--- src/rtl/cpu_pkg.sv ---
// Shared cpu core constants: default widths, reset vector, PC stride and NOP encoding.
package cpu_pkg;

    localparam int INSTR_W = 32;
    localparam int DEF_ADDR_W = 32;
    localparam logic [31:0] DEF_RESET_PC = 32'h0000_0000;
    localparam int DEF_PC_INC = 4;
    localparam logic [31:0] NOP_INSTR = 32'h0000_0013;

endpackage

--- src/rtl/fetch_stage_if.sv ---
// Fetch-stage bus bundle: instruction-memory read port plus the decode valid/ready channel.
interface fetch_stage_if
    import cpu_pkg::*;
#(
    parameter int ADDR_W = DEF_ADDR_W,
    parameter int DATA_W = INSTR_W
);

    logic [ADDR_W-1:0] imem_addr;
    logic              imem_rd;
    logic [DATA_W-1:0] imem_q;
    logic              out_valid;
    logic              out_ready;
    logic [DATA_W-1:0] out_instr;
    logic [ADDR_W-1:0] out_pc;

    modport master (
        output imem_addr,
        output imem_rd,
        input  imem_q,
        output out_valid,
        input  out_ready,
        output out_instr,
        output out_pc
    );

    modport slave (
        input  imem_addr,
        input  imem_rd,
        output imem_q,
        input  out_valid,
        output out_ready,
        input  out_instr,
        input  out_pc
    );

endinterface

--- src/rtl/fetch_stage_fifo.sv ---
// Synchronous FIFO with synchronous flush and occupancy count; DEPTH must be a power of two.
module fifo_sync #(
    parameter int WIDTH = 64,
    parameter int DEPTH = 4,
    parameter int CNT_W = $clog2(DEPTH) + 1
) (
    input  logic             clk,
    input  logic             nreset,
    input  logic             flush,
    input  logic             push,
    input  logic             pop,
    input  logic [WIDTH-1:0] din,
    output logic [WIDTH-1:0] dout,
    output logic [CNT_W-1:0] count
);

    localparam int PTR_W = $clog2(DEPTH);

    logic [PTR_W-1:0] wr_ptr;
    logic [PTR_W-1:0] rd_ptr;
    logic [WIDTH-1:0] mem [DEPTH];

    always_ff @(posedge clk) begin
        if (!nreset || flush) begin
            wr_ptr <= '0;
            rd_ptr <= '0;
            count  <= '0;
        end else begin
            if (push) wr_ptr <= wr_ptr + 1'b1;
            if (pop)  rd_ptr <= rd_ptr + 1'b1;
            if (push && !pop)
                count <= count + 1'b1;
            else if (pop && !push)
                count <= count - 1'b1;
        end
    end

    // Storage is data only; the pointers above decide what is live.
    always_ff @(posedge clk) begin
        if (push) mem[wr_ptr] <= din;
    end

    assign dout = mem[rd_ptr];

endmodule

--- src/rtl/fetch_stage.sv ---
// Instruction-fetch front end: owns the PC, issues single-cycle RAM reads and queues
// returned {pc, instr} pairs for decode, with redirect-and-flush for branches.
module fetch_stage
    import cpu_pkg::*;
#(
    parameter int                ADDR_W   = DEF_ADDR_W,
    parameter int                DATA_W   = INSTR_W,
    parameter int                QDEPTH   = 4,
    parameter logic [ADDR_W-1:0] RESET_PC = ADDR_W'(DEF_RESET_PC),
    parameter logic [ADDR_W-1:0] PC_INC   = ADDR_W'(DEF_PC_INC)
) (
    input  logic              clk,
    input  logic              nreset,
    fetch_stage_if.master     bus,
    input  logic              redirect_valid,
    input  logic [ADDR_W-1:0] redirect_pc,
    output logic [7:0]        debug_pc
);

    localparam int CNT_W   = $clog2(QDEPTH) + 1;
    localparam int ENTRY_W = ADDR_W + DATA_W;

    logic [ADDR_W-1:0]  pc;
    logic [ADDR_W-1:0]  req_pc_p1;
    logic               inflight_p1;
    logic               kill_p1;
    logic               issue;
    logic               push;
    logic               pop;
    logic [CNT_W-1:0]   count;
    logic [CNT_W:0]     occupancy;
    logic [ENTRY_W-1:0] head;

    // Stage p0: issue. Outstanding read counts against queue space so a push never overflows.
    assign occupancy = {1'b0, count} + {{CNT_W{1'b0}}, inflight_p1};
    assign issue     = nreset && !redirect_valid && (occupancy < (CNT_W + 1)'(QDEPTH));

    always_ff @(posedge clk) begin
        if (!nreset) begin
            pc          <= RESET_PC;
            inflight_p1 <= 1'b0;
            kill_p1     <= 1'b0;
        end else if (redirect_valid) begin
            pc          <= redirect_pc;
            inflight_p1 <= 1'b0;
            kill_p1     <= inflight_p1;
        end else begin
            kill_p1     <= 1'b0;
            inflight_p1 <= issue;
            if (issue) pc <= pc + PC_INC;
        end
    end

    always_ff @(posedge clk) begin
        if (issue) req_pc_p1 <= pc;
    end

    // Stage p1: capture the RAM word alongside the PC that requested it.
    assign push = inflight_p1 && !kill_p1;
    assign pop  = bus.out_valid && bus.out_ready;

    fifo_sync #(
        .WIDTH (ENTRY_W),
        .DEPTH (QDEPTH),
        .CNT_W (CNT_W)
    ) u_queue (
        .clk    (clk),
        .nreset (nreset),
        .flush  (redirect_valid),
        .push   (push),
        .pop    (pop),
        .din    ({req_pc_p1, bus.imem_q}),
        .dout   (head),
        .count  (count)
    );

    // Stage p2: queue head to decode; everything forced quiet while held in reset.
    assign bus.imem_rd   = issue;
    assign bus.imem_addr = nreset ? pc : RESET_PC;
    assign debug_pc      = bus.imem_addr[7:0];
    assign bus.out_valid = nreset && (count != '0);
    assign bus.out_pc    = nreset ? head[ENTRY_W-1:DATA_W] : '0;
    assign bus.out_instr = nreset ? head[DATA_W-1:0] : '0;

endmodule

--- src/flat_wrapper.sv ---
// flat-port wrapper written by rule: the top's interface ports become plain ports
module fetch_stage_flat import cpu_pkg::*;
#(
    parameter int                ADDR_W   = DEF_ADDR_W,
    parameter int                DATA_W   = INSTR_W,
    parameter int                QDEPTH   = 4,
    parameter logic [ADDR_W-1:0] RESET_PC = ADDR_W'(DEF_RESET_PC),
    parameter logic [ADDR_W-1:0] PC_INC   = ADDR_W'(DEF_PC_INC)
)
  (clk, nreset, redirect_valid, redirect_pc, debug_pc, bus_imem_addr, bus_imem_rd, bus_imem_q, bus_out_valid, bus_out_ready, bus_out_instr, bus_out_pc);
  fetch_stage_if #(.ADDR_W(ADDR_W), .DATA_W(DATA_W)) bus_i ();
  input  logic clk;
  input  logic nreset;
  input  logic redirect_valid;
  input  logic [ADDR_W-1:0] redirect_pc;
  output logic [7:0] debug_pc;
  output wire logic [$bits(bus_i.imem_addr)-1:0] bus_imem_addr;
  output wire logic [$bits(bus_i.imem_rd)-1:0] bus_imem_rd;
  input wire logic [$bits(bus_i.imem_q)-1:0] bus_imem_q;
  output wire logic [$bits(bus_i.out_valid)-1:0] bus_out_valid;
  input wire logic [$bits(bus_i.out_ready)-1:0] bus_out_ready;
  output wire logic [$bits(bus_i.out_instr)-1:0] bus_out_instr;
  output wire logic [$bits(bus_i.out_pc)-1:0] bus_out_pc;
  assign bus_imem_addr = bus_i.imem_addr;
  assign bus_imem_rd = bus_i.imem_rd;
  assign bus_i.imem_q = bus_imem_q;
  assign bus_out_valid = bus_i.out_valid;
  assign bus_i.out_ready = bus_out_ready;
  assign bus_out_instr = bus_i.out_instr;
  assign bus_out_pc = bus_i.out_pc;
  fetch_stage #(.ADDR_W(ADDR_W), .DATA_W(DATA_W), .QDEPTH(QDEPTH), .RESET_PC(RESET_PC), .PC_INC(PC_INC)) u_core (.clk(clk), .nreset(nreset), .bus(bus_i), .redirect_valid(redirect_valid), .redirect_pc(redirect_pc), .debug_pc(debug_pc));
endmodule
--- config.mk ---
export PLATFORM = sky130hd
export DESIGN_NAME = fetch_stage_flat
export DESIGN_NICKNAME = d
export VERILOG_FILES = /design/src/rtl/cpu_pkg.sv /design/src/rtl/fetch_stage_if.sv /design/src/rtl/fetch_stage_fifo.sv /design/src/rtl/fetch_stage.sv /design/src/flat_wrapper.sv
export SDC_FILE = /design/constraint.sdc
export NUM_CORES = 1
export LEC_CHECK = 0
export ABC_AREA = 1
export CAP_MARGIN = 30
export CORE_ASPECT_RATIO = 0.6
export CORE_UTILIZATION = 45
export DETAILED_ROUTE_END_ITERATION = 8
export PLACE_DENSITY = 0.67
export SLEW_MARGIN = 10
export SYNTH_ARGS = -nofsm -noshare
export SYNTH_HDL_FRONTEND = slang
export SYNTH_SLANG_ARGS = --single-unit
--- constraint.sdc ---
create_clock -name clk -period 6.26 [get_ports clk]
set_input_delay 1.878 -clock clk [delete_from_list [all_inputs] [get_ports clk]]
set_output_delay 1.878 -clock clk [all_outputs]
set_load 0.05 [all_outputs]
==> reports/qor.json <==
{
  "detailed_routing": {
    "met3_wirelength_mm": 2.33,
    "first_pass_iters": 5,
    "dr.first_iter.drc_count": 874,
    "drt_wl_total_mm": 33.9,
    "avgViaCountPerCell": 5.18,
    "final_antenna_net_count": 0,
    "drt-wirelength-per-cell_um": 18.0,
    "met1_wl_mm": 15.7,
    "remaining_design_rule_violation_count": 0,
    "top_metal_layer_carrying_routed_signals": "met4",
    "route.met2.wl_mm": 15.5,
    "vias": 9777
  },
  "yosys": {
    "postSynthCellCount": 1302,
    "syn-num-nets": 1377,
    "post_synth_num_cell_types": 39,
    "synth_seq_cells": 331,
    "synth.cell_area_mm2": 0.0140,
    "post_synth.cell_area_avg_um2": 10.8,
    "netlist.area_leader.share": 0.616,
    "ys_seq_area_frac": 0.678,
    "ys_top_cells_by_area": "sky130_fd_sc_hd__edfxtp_1, sky130_fd_sc_hd__nor2_1, sky130_fd_sc_hd__dfxtp_1",
    "synth_area_leader_cell": "sky130_fd_sc_hd__edfxtp_1",
    "yosysWarnings": 0
  },
  "flow_run": {
    "maxCapViolations": 0
  },
  "sta": {
    "max_freq_ghz": 0.177,
    "final_setup_fails": 0,
    "min_period_over_period": 0.901,
    "unrepaired_setup_endpoints_after_global_routing": "no",
    "final.hold.worst_slack_ns": 0.487,
    "aggregate_negative_setup_slack_ns": 0,
    "report.final.hold_viol_count": 0,
    "worst_slew_pin_slew_ns": 0.874,
    "timing.clock.skew_ns": 0.0237,
    "setup_slack_ns": 0.618,
    "fin_crit_ns": 5.64,
    "report.final.slew_viol_count": 0,
    "max_slew_margin": 0.417
  },
  "cells_and_area": {
    "syn2layout_area_growth_pct": 30.1,
    "finish.net_count": 1532,
    "antenna_cells": 0,
    "final_common_cell": "sky130_fd_sc_hd__nor2_1",
    "layout-drive-gt1-share": 0.168,
    "layout.cells.most_common_list": "sky130_fd_sc_hd__nor2_1, sky130_fd_sc_hd__edfxtp_1, sky130_fd_sc_hd__nand2_1",
    "area_of_all_placed_cells_without_fillers_mm2": 0.0183
  },
  "floorplanning": {
    "dieWidth_um": 230,
    "die_area_mm2": 0.0319,
    "start_util": 0.463,
    "placementRows": 49,
    "floorplan.die.height_um": 139,
    "coreArea_mm2": 0.0303,
    "io-pin-count": 174
  },
  "global_route": {
    "first_global_vias": 9292,
    "grtUsageTotal": 0.212,
    "antenna_found_initial": 0,
    "grt_first_pass_wirelength_mm": 52.9,
    "grt_start_max_net_pins": 119,
    "global_route_congestion_overflow_total": 0
  },
  "power_and_ir_drop": {
    "maximum_ir_drop_on_the_vdd_rail_mv": 0.210,
    "p_total_w": 0.00489,
    "netSwitchingFraction": 0.238,
    "p_int_w": 0.00373,
    "pwr-share-clk": 0.379,
    "seqPwrFrac": 0.512,
    "power_dens_cells_mw_per_mm2": 268,
    "comb_power_share": 0.110,
    "power_switching_w": 0.00116,
    "power.leakage_nw": 6.62
  },
  "setup_path": {
    "critical_path.max_fanout": 28,
    "worstSetupEndpointType": "output port",
    "startpoint": "nreset",
    "worst_setup_path_start_kind": "input pin",
    "cp.required_ns": 4.38,
    "critical_path_class": "in -> out",
    "worstPathArrival_ns": 3.76,
    "reg2reg_from": "u_core.inflight_p1"
  },
  "placement": {
    "gp_congestion": 0.904,
    "pre_cts_ws_ns": 0.596,
    "postPlaceCellArea_mm2": 0.0172,
    "place.detailed.hpwl_mm": 21.7,
    "io_buffer_count": 173
  },
  "clock_network": {
    "hold_buffers": 0,
    "post_cts.repair.setup_buffers": 0,
    "post_cts_resize_count": 0,
    "clock_tree.buffer_depth": 3,
    "insertion_delay_ns": 0.57,
    "clk_root_buffer_cell": "sky130_fd_sc_hd__clkbuf_16",
    "clkSlewWorstSetupHoldPaths_ns": 0.07,
    "cts_htree_levels": 1,
    "tritoncts": "done",
    "cts.sink_count": 331,
    "cts_made_buffers": 30
  },
  "hold_path": {
    "worst_hold_startpoint": "u_core.inflight_p1",
    "hold_path_class": "reg -> reg"
  },
  "outcome": {
    "run_status": "complete, no violations"
  }
}
-- logic make-up (layout without fill, tap and decap cells) --
family,count (synthesis),in the layout,share of synthesized area
buffers and inverters,178,356,0.0555
AO/OA/AOI/OAI,268,268,0.104
flip-flops,331,331,0.678
XOR/XNOR,7,7,0.00437
AND/OR/NAND/NOR,511,511,0.152
adder cells (fa/ha/maj),7,7,0.00678
-- metal layers --
metal  global-route usage  vias to the layer above
met5                    0                        -
met4               0.0338                        0
met3               0.0387                       36
met2                0.325                      329
met1                0.320                     4698
li1                     -                     4714
-- state kept, by name (all words and copies together) (netlist names), named ones only --
name / cells
u_core.inflight_p1: 1
u_core.req_pc_p1: 32
u_core.u_queue.rd_ptr: 2
u_core.u_queue.count: 3
u_core.pc: 32
u_core.u_queue.mem: 256
u_core.kill_p1: 1
u_core.u_queue.wr_ptr: 2
-- power groups by stage --
stage / registers [W] / clock network (W) / logic, W
global route: 0.00251 / 0.00197 / 0.000571
global placement: 0.00255 / 0 / 0.000529
floorplan: 0.00254 / 0 / 0.000283
CTS: 0.00250 / 0.00188 / 0.000541
detailed placement: 0.00255 / 0 / 0.000538
finish: 0.00251 / 0.00185 / 0.000536
-- critical path: stages --
cell	delay (ns)
sky130_fd_sc_hd__clkdlybuf4s50_1	0.50
sky130_fd_sc_hd__clkinv_2	0.46
sky130_fd_sc_hd__buf_12	0.38
sky130_fd_sc_hd__a21oi_1	0.32
sky130_fd_sc_hd__buf_12	0.19
-- synthesized netlist by cell type --
master / instances
sky130_fd_sc_hd__o21ai_1: 6
sky130_fd_sc_hd__a31oi_1: 5
sky130_fd_sc_hd__a22oi_1: 2
sky130_fd_sc_hd__nand2_1: 153
sky130_fd_sc_hd__edfxtp_1: 288
sky130_fd_sc_hd__ha_1: 6
sky130_fd_sc_hd__nand3_1: 37
sky130_fd_sc_hd__clkbuf_1: 26
sky130_fd_sc_hd__buf_1: 10
sky130_fd_sc_hd__a211oi_1: 2
sky130_fd_sc_hd__o21ai_0: 142
sky130_fd_sc_hd__inv_1: 84
sky130_fd_sc_hd__o211ai_1: 1
sky130_fd_sc_hd__nor3b_1: 1
sky130_fd_sc_hd__nor2_8: 1
sky130_fd_sc_hd__inv_2: 21
sky130_fd_sc_hd__nand2_4: 1
sky130_fd_sc_hd__o21bai_1: 1
sky130_fd_sc_hd__nand2_8: 3
sky130_fd_sc_hd__buf_2: 21
sky130_fd_sc_hd__o22ai_1: 1
sky130_fd_sc_hd__buf_4: 9
sky130_fd_sc_hd__nor2_1: 294
sky130_fd_sc_hd__dfxtp_1: 43
sky130_fd_sc_hd__o21ai_2: 14
sky130_fd_sc_hd__nor2_4: 7
sky130_fd_sc_hd__a21oi_1: 83
sky130_fd_sc_hd__xnor2_1: 3
sky130_fd_sc_hd__nor2_2: 5
sky130_fd_sc_hd__a21oi_2: 11
sky130_fd_sc_hd__nand3_2: 1
sky130_fd_sc_hd__fa_1: 1
sky130_fd_sc_hd__and2_1: 3
sky130_fd_sc_hd__nand2_2: 3
sky130_fd_sc_hd__xor2_1: 4
sky130_fd_sc_hd__inv_6: 1
sky130_fd_sc_hd__buf_6: 5
sky130_fd_sc_hd__nor3_1: 2
sky130_fd_sc_hd__inv_8: 1
-- final timing paths --
| check | cells past startpoint | slack [ns] | end |
|---|---|---|---|
| max | 5 | 0.62 | bus_out_instr[24] |
| max reg2reg | 6 | 3.86 | u_core.u_queue.mem[0][1] |
| min reg2reg | 2 | 0.49 | u_core.kill_p1 |
| min | 2 | 0.49 | u_core.kill_p1 |
-- metrics by stage --
| step | cells | utilization |
|---|---|---|
| after CTS | 1887 | 0.602 |
| after global routing | 1888 | 0.603 |
| after floorplan | 1302 | - |
| final | 1888 | 0.603 |
| after global placement | 1829 | 0.567 |
| after detailed placement | 1832 | 0.569 |
-- final cells by class --
| type | instances | area (µm²) |
|---|---|---|
| Timing Repair Buffer | 194 | 3050 |
| Tap cell | 408 | 510 |
| Sequential cell | 331 | 9510 |
| Clock inverter | 24 | 241 |
| Multi-Input combinational cell | 793 | 3770 |
| Fill cell | 2419 | 12000 |
| Inverter | 107 | 417 |
| Clock buffer | 31 | 754 |
Note: power is estimated with default switching activity, not from simulation.
